### src/rtl/packed_fanout_pipe_if.sv
// Bit-stream in / packed-word out handshake bundle for packed_fanout_pipe.
interface packed_fanout_pipe_if #(
    parameter int unsigned W  = 8,
    parameter int unsigned CW = $clog2(W + 1)
);
    logic [1:0]    i_mode;
    logic          i_valid;
    logic          o_ready;
    logic          i_a;
    logic          i_flush;
    logic          o_valid;
    logic          i_ready;
    logic [W-1:0]  o_a;
    logic [CW-1:0] o_count;

    // Block side: consumes the bit stream, produces words.
    modport slave (
        input  i_mode, i_valid, i_a, i_flush, i_ready,
        output o_ready, o_valid, o_a, o_count
    );

    // Environment side: drives bits and word-side ready.
    modport master (
        output i_mode, i_valid, i_a, i_flush, i_ready,
        input  o_ready, o_valid, o_a, o_count
    );
endinterface

### src/rtl/packed_fanout_pipe.sv
// Registered 1-bit to W-bit packer: broadcast, LSB-first or MSB-first
// packing, with partial-word flush and a fill counter.
module packed_fanout_pipe #(
    parameter int unsigned W  = 8,
    parameter int unsigned CW = $clog2(W + 1)
) (
    input  logic                 i_clk,
    input  logic                 i_rst,
    packed_fanout_pipe_if.slave  bus
);
    localparam int unsigned IW = (W > 1) ? $clog2(W) : 1;

    localparam logic [1:0] MODE_BCAST = 2'b00;
    localparam logic [1:0] MODE_MSB   = 2'b10;
    localparam logic [1:0] MODE_RSVD  = 2'b11;

    logic [W-1:0]  col_q, col_d;
    logic [CW-1:0] cnt_q, cnt_d;
    logic [1:0]    lmode_q, lmode_d;
    logic          o_valid_q, o_valid_d;
    logic [W-1:0]  o_a_q, o_a_d;

    logic [1:0]    mode_eff;
    logic          is_bcast;
    logic          space;
    logic          last_bit;
    logic          ready_c;
    logic          accept;
    logic          complete;
    logic          has_bits;
    logic          flush_fire;
    logic [IW-1:0] bit_idx;
    logic [W-1:0]  col_ins;

    // Handshake decode: mode in force, word-completion and output space.
    always_comb begin
        mode_eff = (cnt_q == '0) ? bus.i_mode : lmode_q;
        is_bcast = (mode_eff == MODE_BCAST) || (mode_eff == MODE_RSVD);
        space    = !o_valid_q || bus.i_ready;
        last_bit = is_bcast || (cnt_q == CW'(W - 1));
        // A pending flush blocks new bits exactly like a stalled completing bit.
        ready_c  = (last_bit || (bus.i_flush && (cnt_q != '0))) ? space : 1'b1;
        accept   = bus.i_valid && ready_c;
        complete = accept && last_bit;
        has_bits = (cnt_q != '0) || (accept && !is_bcast);
        flush_fire = bus.i_flush && !complete && has_bits && space;
        bit_idx  = (mode_eff == MODE_MSB) ? (IW'(W - 1) - IW'(cnt_q)) : IW'(cnt_q);
        col_ins  = col_q;
        col_ins[bit_idx] = bus.i_a;
    end

    // Next-state: collection, fill count, latched mode and output register.
    always_comb begin
        col_d     = col_q;
        cnt_d     = cnt_q;
        lmode_d   = lmode_q;
        o_valid_d = o_valid_q;
        o_a_d     = o_a_q;

        if (accept && (cnt_q == '0)) begin
            lmode_d = bus.i_mode;
        end

        if (complete) begin
            o_a_d     = is_bcast ? {W{bus.i_a}} : col_ins;
            o_valid_d = 1'b1;
            cnt_d     = '0;
            col_d     = '0;
        end else if (flush_fire) begin
            o_a_d     = accept ? col_ins : col_q;
            o_valid_d = 1'b1;
            cnt_d     = '0;
            col_d     = '0;
        end else begin
            if (o_valid_q && bus.i_ready) begin
                o_valid_d = 1'b0;
            end
            if (accept) begin
                col_d = col_ins;
                cnt_d = cnt_q + CW'(1);
            end
        end
    end

    // State registers with synchronous reset.
    always_ff @(posedge i_clk) begin
        if (i_rst) begin
            col_q     <= '0;
            cnt_q     <= '0;
            lmode_q   <= MODE_BCAST;
            o_valid_q <= 1'b0;
            o_a_q     <= '0;
        end else begin
            col_q     <= col_d;
            cnt_q     <= cnt_d;
            lmode_q   <= lmode_d;
            o_valid_q <= o_valid_d;
            o_a_q     <= o_a_d;
        end
    end

    assign bus.o_ready = ready_c;
    assign bus.o_valid = o_valid_q;
    assign bus.o_a     = o_a_q;
    assign bus.o_count = cnt_q;
endmodule

### src/flat_wrapper.sv
// flat-port wrapper written by rule: the top's interface ports become plain ports
module packed_fanout_pipe_flat 
#(
    parameter int unsigned W  = 8,
    parameter int unsigned CW = $clog2(W + 1)
)
  (i_clk, i_rst, bus_i_mode, bus_i_valid, bus_i_a, bus_i_flush, bus_i_ready, bus_o_ready, bus_o_valid, bus_o_a, bus_o_count);
  packed_fanout_pipe_if #(.W(W), .CW(CW)) bus_i ();
  input  logic i_clk;
  input  logic i_rst;
  input wire logic [$bits(bus_i.i_mode)-1:0] bus_i_mode;
  input wire logic [$bits(bus_i.i_valid)-1:0] bus_i_valid;
  input wire logic [$bits(bus_i.i_a)-1:0] bus_i_a;
  input wire logic [$bits(bus_i.i_flush)-1:0] bus_i_flush;
  input wire logic [$bits(bus_i.i_ready)-1:0] bus_i_ready;
  output wire logic [$bits(bus_i.o_ready)-1:0] bus_o_ready;
  output wire logic [$bits(bus_i.o_valid)-1:0] bus_o_valid;
  output wire logic [$bits(bus_i.o_a)-1:0] bus_o_a;
  output wire logic [$bits(bus_i.o_count)-1:0] bus_o_count;
  assign bus_i.i_mode = bus_i_mode;
  assign bus_i.i_valid = bus_i_valid;
  assign bus_i.i_a = bus_i_a;
  assign bus_i.i_flush = bus_i_flush;
  assign bus_i.i_ready = bus_i_ready;
  assign bus_o_ready = bus_i.o_ready;
  assign bus_o_valid = bus_i.o_valid;
  assign bus_o_a = bus_i.o_a;
  assign bus_o_count = bus_i.o_count;
  packed_fanout_pipe #(.W(W), .CW(CW)) u_core (.i_clk(i_clk), .i_rst(i_rst), .bus(bus_i));
endmodule
### config.mk
export PLATFORM = sky130hd
export DESIGN_NAME = packed_fanout_pipe_flat
export DESIGN_NICKNAME = d
export VERILOG_FILES = /design/src/rtl/packed_fanout_pipe_if.sv /design/src/rtl/packed_fanout_pipe.sv /design/src/flat_wrapper.sv
export SDC_FILE = /design/constraint.sdc
export NUM_CORES = 1
export LEC_CHECK = 0
export CAP_MARGIN = 20
export CORE_ASPECT_RATIO = 0.8
export CORE_UTILIZATION = 47
export DETAILED_ROUTE_END_ITERATION = 16
export PLACE_DENSITY = 0.79
export SYNTH_ARGS = -nofsm -noshare
export SYNTH_HDL_FRONTEND = slang
export SYNTH_SLANG_ARGS = --single-unit
### constraint.sdc
create_clock -name i_clk -period 3.99 [get_ports i_clk]
set_clock_uncertainty 0.1 [all_clocks]
set_input_delay 0.5985 -clock i_clk [delete_from_list [all_inputs] [get_ports i_clk]]
set_output_delay 0.5985 -clock i_clk [all_outputs]
set_load 0.01 [all_outputs]
=== Yosys cells after proc, flatten, opt, wreduce, memory -nomap -nowiden ===
Index checks and enable logic that the tools add are counted.

* Multiplexer cells: 13
* Reduce and logical (&&, ||, !) cells: 24
* Add/sub/neg operators: 2
* Equality and inequality tests: 3
* Order comparisons: 2

{| class="wikitable"
|+ Operator list
! cell !! count
|-
| $mux W8 || 4
|-
| $logic_and A1 B1 Y1 || 10
|-
| $bwmux W8 || 1
|-
| $logic_or A1 B1 Y1 || 5
|-
| $mux W1 || 5
|-
| $add A4 B1 Y4 const B || 1
|-
| $eq A2 B2 Y1 const B || 2
|-
| $eq A4 B3 Y1 const B || 1
|-
| $logic_not A4 Y1 || 1
|-
| $lt A3 B4 Y1 const B || 1
|-
| $reduce_bool A4 Y1 || 1
|-
| $demux W1 S3 || 1
|-
| $ge A3 B1 Y1 const B || 1
|-
| $logic_not A1 Y1 || 3
|-
| $mux W3 || 1
|-
| $reduce_bool A3 Y1 || 1
|-
| $reduce_or A3 Y1 || 1
|-
| $sub A3 B3 Y3 const A || 1
|-
| $logic_not A2 Y1 || 1
|-
| $mux W2 || 1
|-
| $reduce_bool A2 Y1 || 1
|}

* Output and inout port bits: 14
* Register bits after elaboration: 23

=== Depth between registers and ports, before layout ===
* Word-level depth: 15
* Mapped depth: 13
* Mapped depth without buffers: 11

=== Worst setup path before layout ===
Ideal clock, no wire load.

* Path kind: register -> register
* From: reg u_core.cnt_q[0], in the netlist u_core.bus.o_count[0]
* To: reg u_core.o_a_q[2], in the netlist u_core.bus.o_a[2]
* Period minus slack after synthesis: 3.244 ns
* Cell stages (with the launch flop): 14
* Library setup time: 0.122 ns
* Setup slack: 0.746 ns
* Arrival time: 3.022 ns
* Path through: dfxtp_1 > buf_6 > inv_1 > ha_1 > nand2b_4 > nor2_1 > mux2_2 > ha_1 > buf_2 > mux2_1 > and3_1 > clkbuf_1 > o21a_1 > a221o_1

* Longest elaborated chain between the ends: 14

{| class="wikitable"
|+ Ends and longest elaborated chain
! element !! RTL line !! text
|-
| start: declaration || packed_fanout_pipe.sv:18 || <nowiki>logic [CW-1:0] cnt_q, cnt_d;</nowiki>
|-
| start signal: assignment || packed_fanout_pipe.sv:95 || <nowiki>cnt_q <= cnt_d;</nowiki>
|-
| parallel branches: the longest is 14 deep, another holds $lt A3 B4 Y1 || -- ||
|-
| end signal: assignment || packed_fanout_pipe.sv:92 || <nowiki>o_a_q <= '0;</nowiki>
|-
| end signal: assignment || packed_fanout_pipe.sv:98 || <nowiki>o_a_q <= o_a_d;</nowiki>
|-
| end: declaration || packed_fanout_pipe.sv:21 || <nowiki>logic [W-1:0] o_a_q, o_a_d;</nowiki>
|}

Parallel ways; which one is timed is not known. The select of a mux whose other input is x is not followed.
A chain may end at the register's enable or synchronous reset.

=== Worst setup path in the final report ===
* From: reg u_core.cnt_q[1], in the netlist u_core.bus.o_count[1]
* To: out bus_o_ready

* Longest elaborated chain between the ends: 7

{| class="wikitable"
|+ Ends and longest elaborated chain
! element !! RTL line !! text
|-
| $logic_not A4 Y1 || packed_fanout_pipe.sv:37 || <nowiki>mode_eff = (cnt_q == '0) ? bus.i_mode : lmode_q;</nowiki>
|-
| $mux W2 || packed_fanout_pipe.sv:37 ||
|-
| $eq A2 B2 Y1 or $logic_not A2 Y1 (tied branches) || packed_fanout_pipe.sv:38 || <nowiki>is_bcast = (mode_eff == MODE_BCAST) || (mode_eff == MODE_RSVD);</nowiki>
|-
| $logic_or A1 B1 Y1 || packed_fanout_pipe.sv:38 ||
|-
| $logic_or A1 B1 Y1 || packed_fanout_pipe.sv:40 || <nowiki>last_bit = is_bcast || (cnt_q == CW'(W - 1));</nowiki>
|-
| $logic_or A1 B1 Y1 (*) || packed_fanout_pipe.sv:42 || <nowiki>ready_c = (last_bit || (bus.i_flush && (cnt_q != '0))) ? space : 1'b1;</nowiki>
|-
| $mux W1 (*) || packed_fanout_pipe.sv:42 ||
|-
| end: declaration || flat_wrapper.sv:16 || <nowiki>output wire logic [$bits(bus_i.o_ready)-1:0] bus_o_ready;</nowiki>
|}

Mark *: on every way between the ends. The rest lies on a longest branch, timed or not.

==> impl_metrics.toml <==
[worst_setup_path]
r2r-start = "u_core.bus.o_count[1]"
slowest_stage = "clkdlybuf4s50_1"
cp_num_buf_inv = 2
crit_path_max_fanout = 5
cp.arrival_ns = 3.12
critical_path_required_ns = 3.29
crit_end = "bus_o_ready"
crit_start = "u_core.bus.o_count[1]"
worstSetupPathType = "reg2out"
r2r_setup_slack_ns = 0.69
critical-path-top-delay-family = "buffers and inverters"
path_cells = "inv_1 -> ha_1 -> nand2b_4 -> nor2_1 -> mux2_2 -> ha_1 -> o31ai_4 -> or2_2 -> clkdlybuf4s50_1"
end_kind = "output port"
slowest_delay_ns = 0.52
crit_path_frequent_cell = "ha_1"
worst-path-stages = 9
reg2reg_to = "u_core.bus.o_a[4]"
cp-start-kind = "flip-flop"
reg2reg_depth = 10

[synthesis]
synth.cell_area_sq_mm = 0.00159
synth_edf_count = 0
ys_types = 50
synth.avg_cell_area_sq_um = 9.52
ys_async_sr_fraction_pct = 0
synth_seq_area_share_pct = 29.0
synth-main-ff-cell = "dfxtp_1"
ys_warn_count = 0
ys_ff_latch = 23
synthCells = 167
syn_nets = 178

[global_routing]
grt_overflow = 0
grt_util_all_layers_pct = 22.4
grt_start_max_net_pins = 35
grt_antenna_before_repair = 0
grt_pass1_wl_um = 5930
grt_pass1_vias = 1258

[drt]
wl_met1_um = 1710
vias = 1334
wire_per_inst_um = 16.0
drcViolationCount = 0
first_iter_violations = 69
wl_met2_um = 1690
drt_pre_antenna_iters = 4
ant_nets = 0
via_per_inst = 5.90
dr_wl_met3_um = 147
drt-total-wl_um = 3610
highest_layer = "met4"

[power_and_ir_drop]
power_frac_comb_pct = 35.4
finalPower_mw = 0.627
ir_drop_mv = 0.199
leakage_nw = 0.741
swShare_pct = 33.1
power.clock.fraction_pct = 24.1
pwr_density_cell_mw_per_mm2 = 336
intPower_mw = 0.420
switchingPower_mw = 0.207
power_frac_seq_pct = 40.5

[placement]
pre_cts_ws_ns = 0.484
dp_cells = 222
place.gp.congestion = 0.840
port_buffers = 21
hpwlAfterDp_um = 2460

[floorplan]
dieArea_sq_mm = 0.00362
initial_core_util_pct = 50.4
die_h_um = 54.0
ioPinCount = 22
die_w_um = 67.0
core_sq_mm = 0.00315
rows = 18

[clocking]
cts_resized = 0
cts_max_level = 1
post_cts_buffers = 0
insertion_delay_ns = 0.27
clk_pin_slew_worst_paths_ns = 0.09
root_buffer = "clkbuf_8"
cts_tree = "done"
cts_buffers = 3
cts_hold_buf = 0
clkSinkCount = 23
clock_path_buffers = 2

[sta]
worst_pin_slew_ns = 0.638
fmax_mhz = 262
timing.final.ws_setup_ns = 0.172
hold_slack_ns = 0.391
max-slew-margin-rel_pct = 57.5
rsz0062_at_grt = "no"
min_period_over_period_pct = 95.7
finalHoldViolations = 0
final_max_slew_viol_count = 0
setup_viol = 0
min_period_ns = 3.82
setup_tns_ns = 0

[layout]
final_nets = 198
fin_cells = 226
num_antenna_cells = 0
syn2layout_area_growth_pct = 17.3
fillers = 282
layout-drive-gt1-share_pct = 17.7

[min_path]
hp-class = "reg2reg"
whs_path_depth = 1

[outcome]
status = "finished clean"

[run]
drv_cap = 0
[how the worst min path moves through the flow]
| stage | start | endpoint | slack (ns) |
|---|---|---|---|
| floorplan | u_core.lmode_q[1] | u_core.lmode_q[1] | 0.36 |
| global placement | u_core.bus.o_a[0] | u_core.bus.o_a[0] | 0.37 |
| detailed placement | u_core.bus.o_a[7] | u_core.bus.o_a[7] | 0.37 |
| CTS | u_core.bus.o_a[2] | u_core.bus.o_a[2] | 0.40 |
| global route | u_core.bus.o_a[0] | u_core.bus.o_a[0] | 0.43 |
| finish | u_core.bus.o_a[3] | u_core.bus.o_a[3] | 0.39 |
[stage by stage]
step / utilization [%] / area, sq um
detailed placement: 57.7 / 1820
global placement: 57.7 / 1820
finish: 59.2 / 1870
floorplan: - / 1590
CTS: 59.2 / 1870
global route: 59.2 / 1870
[flip-flops by register name, indices dropped and copies added, names as in the netlist]
register,cells
u_core.lmode_q,2
u_core.col_q,8
u_core.bus.o_a,8
u_core.bus.o_count,4
u_core.bus.o_valid,1
[area by class of cell]
type	instances	area, sq um	share of cell area (%)
multi-input cells	128	1050	56.1
flip-flops and latches	23	460	24.7
repair buffers	25	240	12.9
well taps	40	50.0	2.68
clock buffers	4	45.0	2.41
inverters	6	22.5	1.21
[power groups by stage]
stage	clock network (mW)	logic [mW]	registers [mW]
floorplan	0	0.155	0.264
global placement	0	0.214	0.258
detailed placement	0	0.220	0.259
CTS	0.153	0.222	0.254
global route	0.161	0.241	0.256
finish	0.151	0.222	0.254
[cells in the final DEF, fill, tap and decap left out, types with 5 or more instances in the layout]
cell type        instances
dfxtp_1                 23
clkdlybuf4s50_1         21
nor2_1                  17
and2_1                   8
o21a_1                   8
a221o_1                  8
nor2b_1                  7
inv_1                    6
nor3_1                   6
mux2_4                   6
o21ai_0                  5
[per-layer routing]
metal | track usage [%] | up-vias
met5 | 0 | -
met4 | 8.16 | 0
met3 | 5.72 | 8
met2 | 35.8 | 33
met1 | 29.0 | 636
li1 | - | 657
[logic make-up after synthesis]
kind of cell               after synthesis  synth area share, %
AOI/OAI and AO/OA                       49                 26.3
xor gates and xnor gates                 3                 1.65
adders and majority gates                3                 2.36
buffers and inverters                   16                 5.19
DFF                                     23                 29.0
muxes                                   14                 11.0
and+or+nand+nor                         59                 24.5
[cell usage after synthesis, drive strengths merged (6+ instances only)]
cell,n,area (sq um)
a221o,8,80.1
nor3,6,30.0
buf,9,56.3
dfxtp,23,460
nor2,17,63.8
o21ai,10,61.3
nor2b,7,43.8
and2,8,50.1
o21a,8,60.1
inv,6,22.5
mux2,10,135
Note: power is estimated with default switching activity, not from simulation.
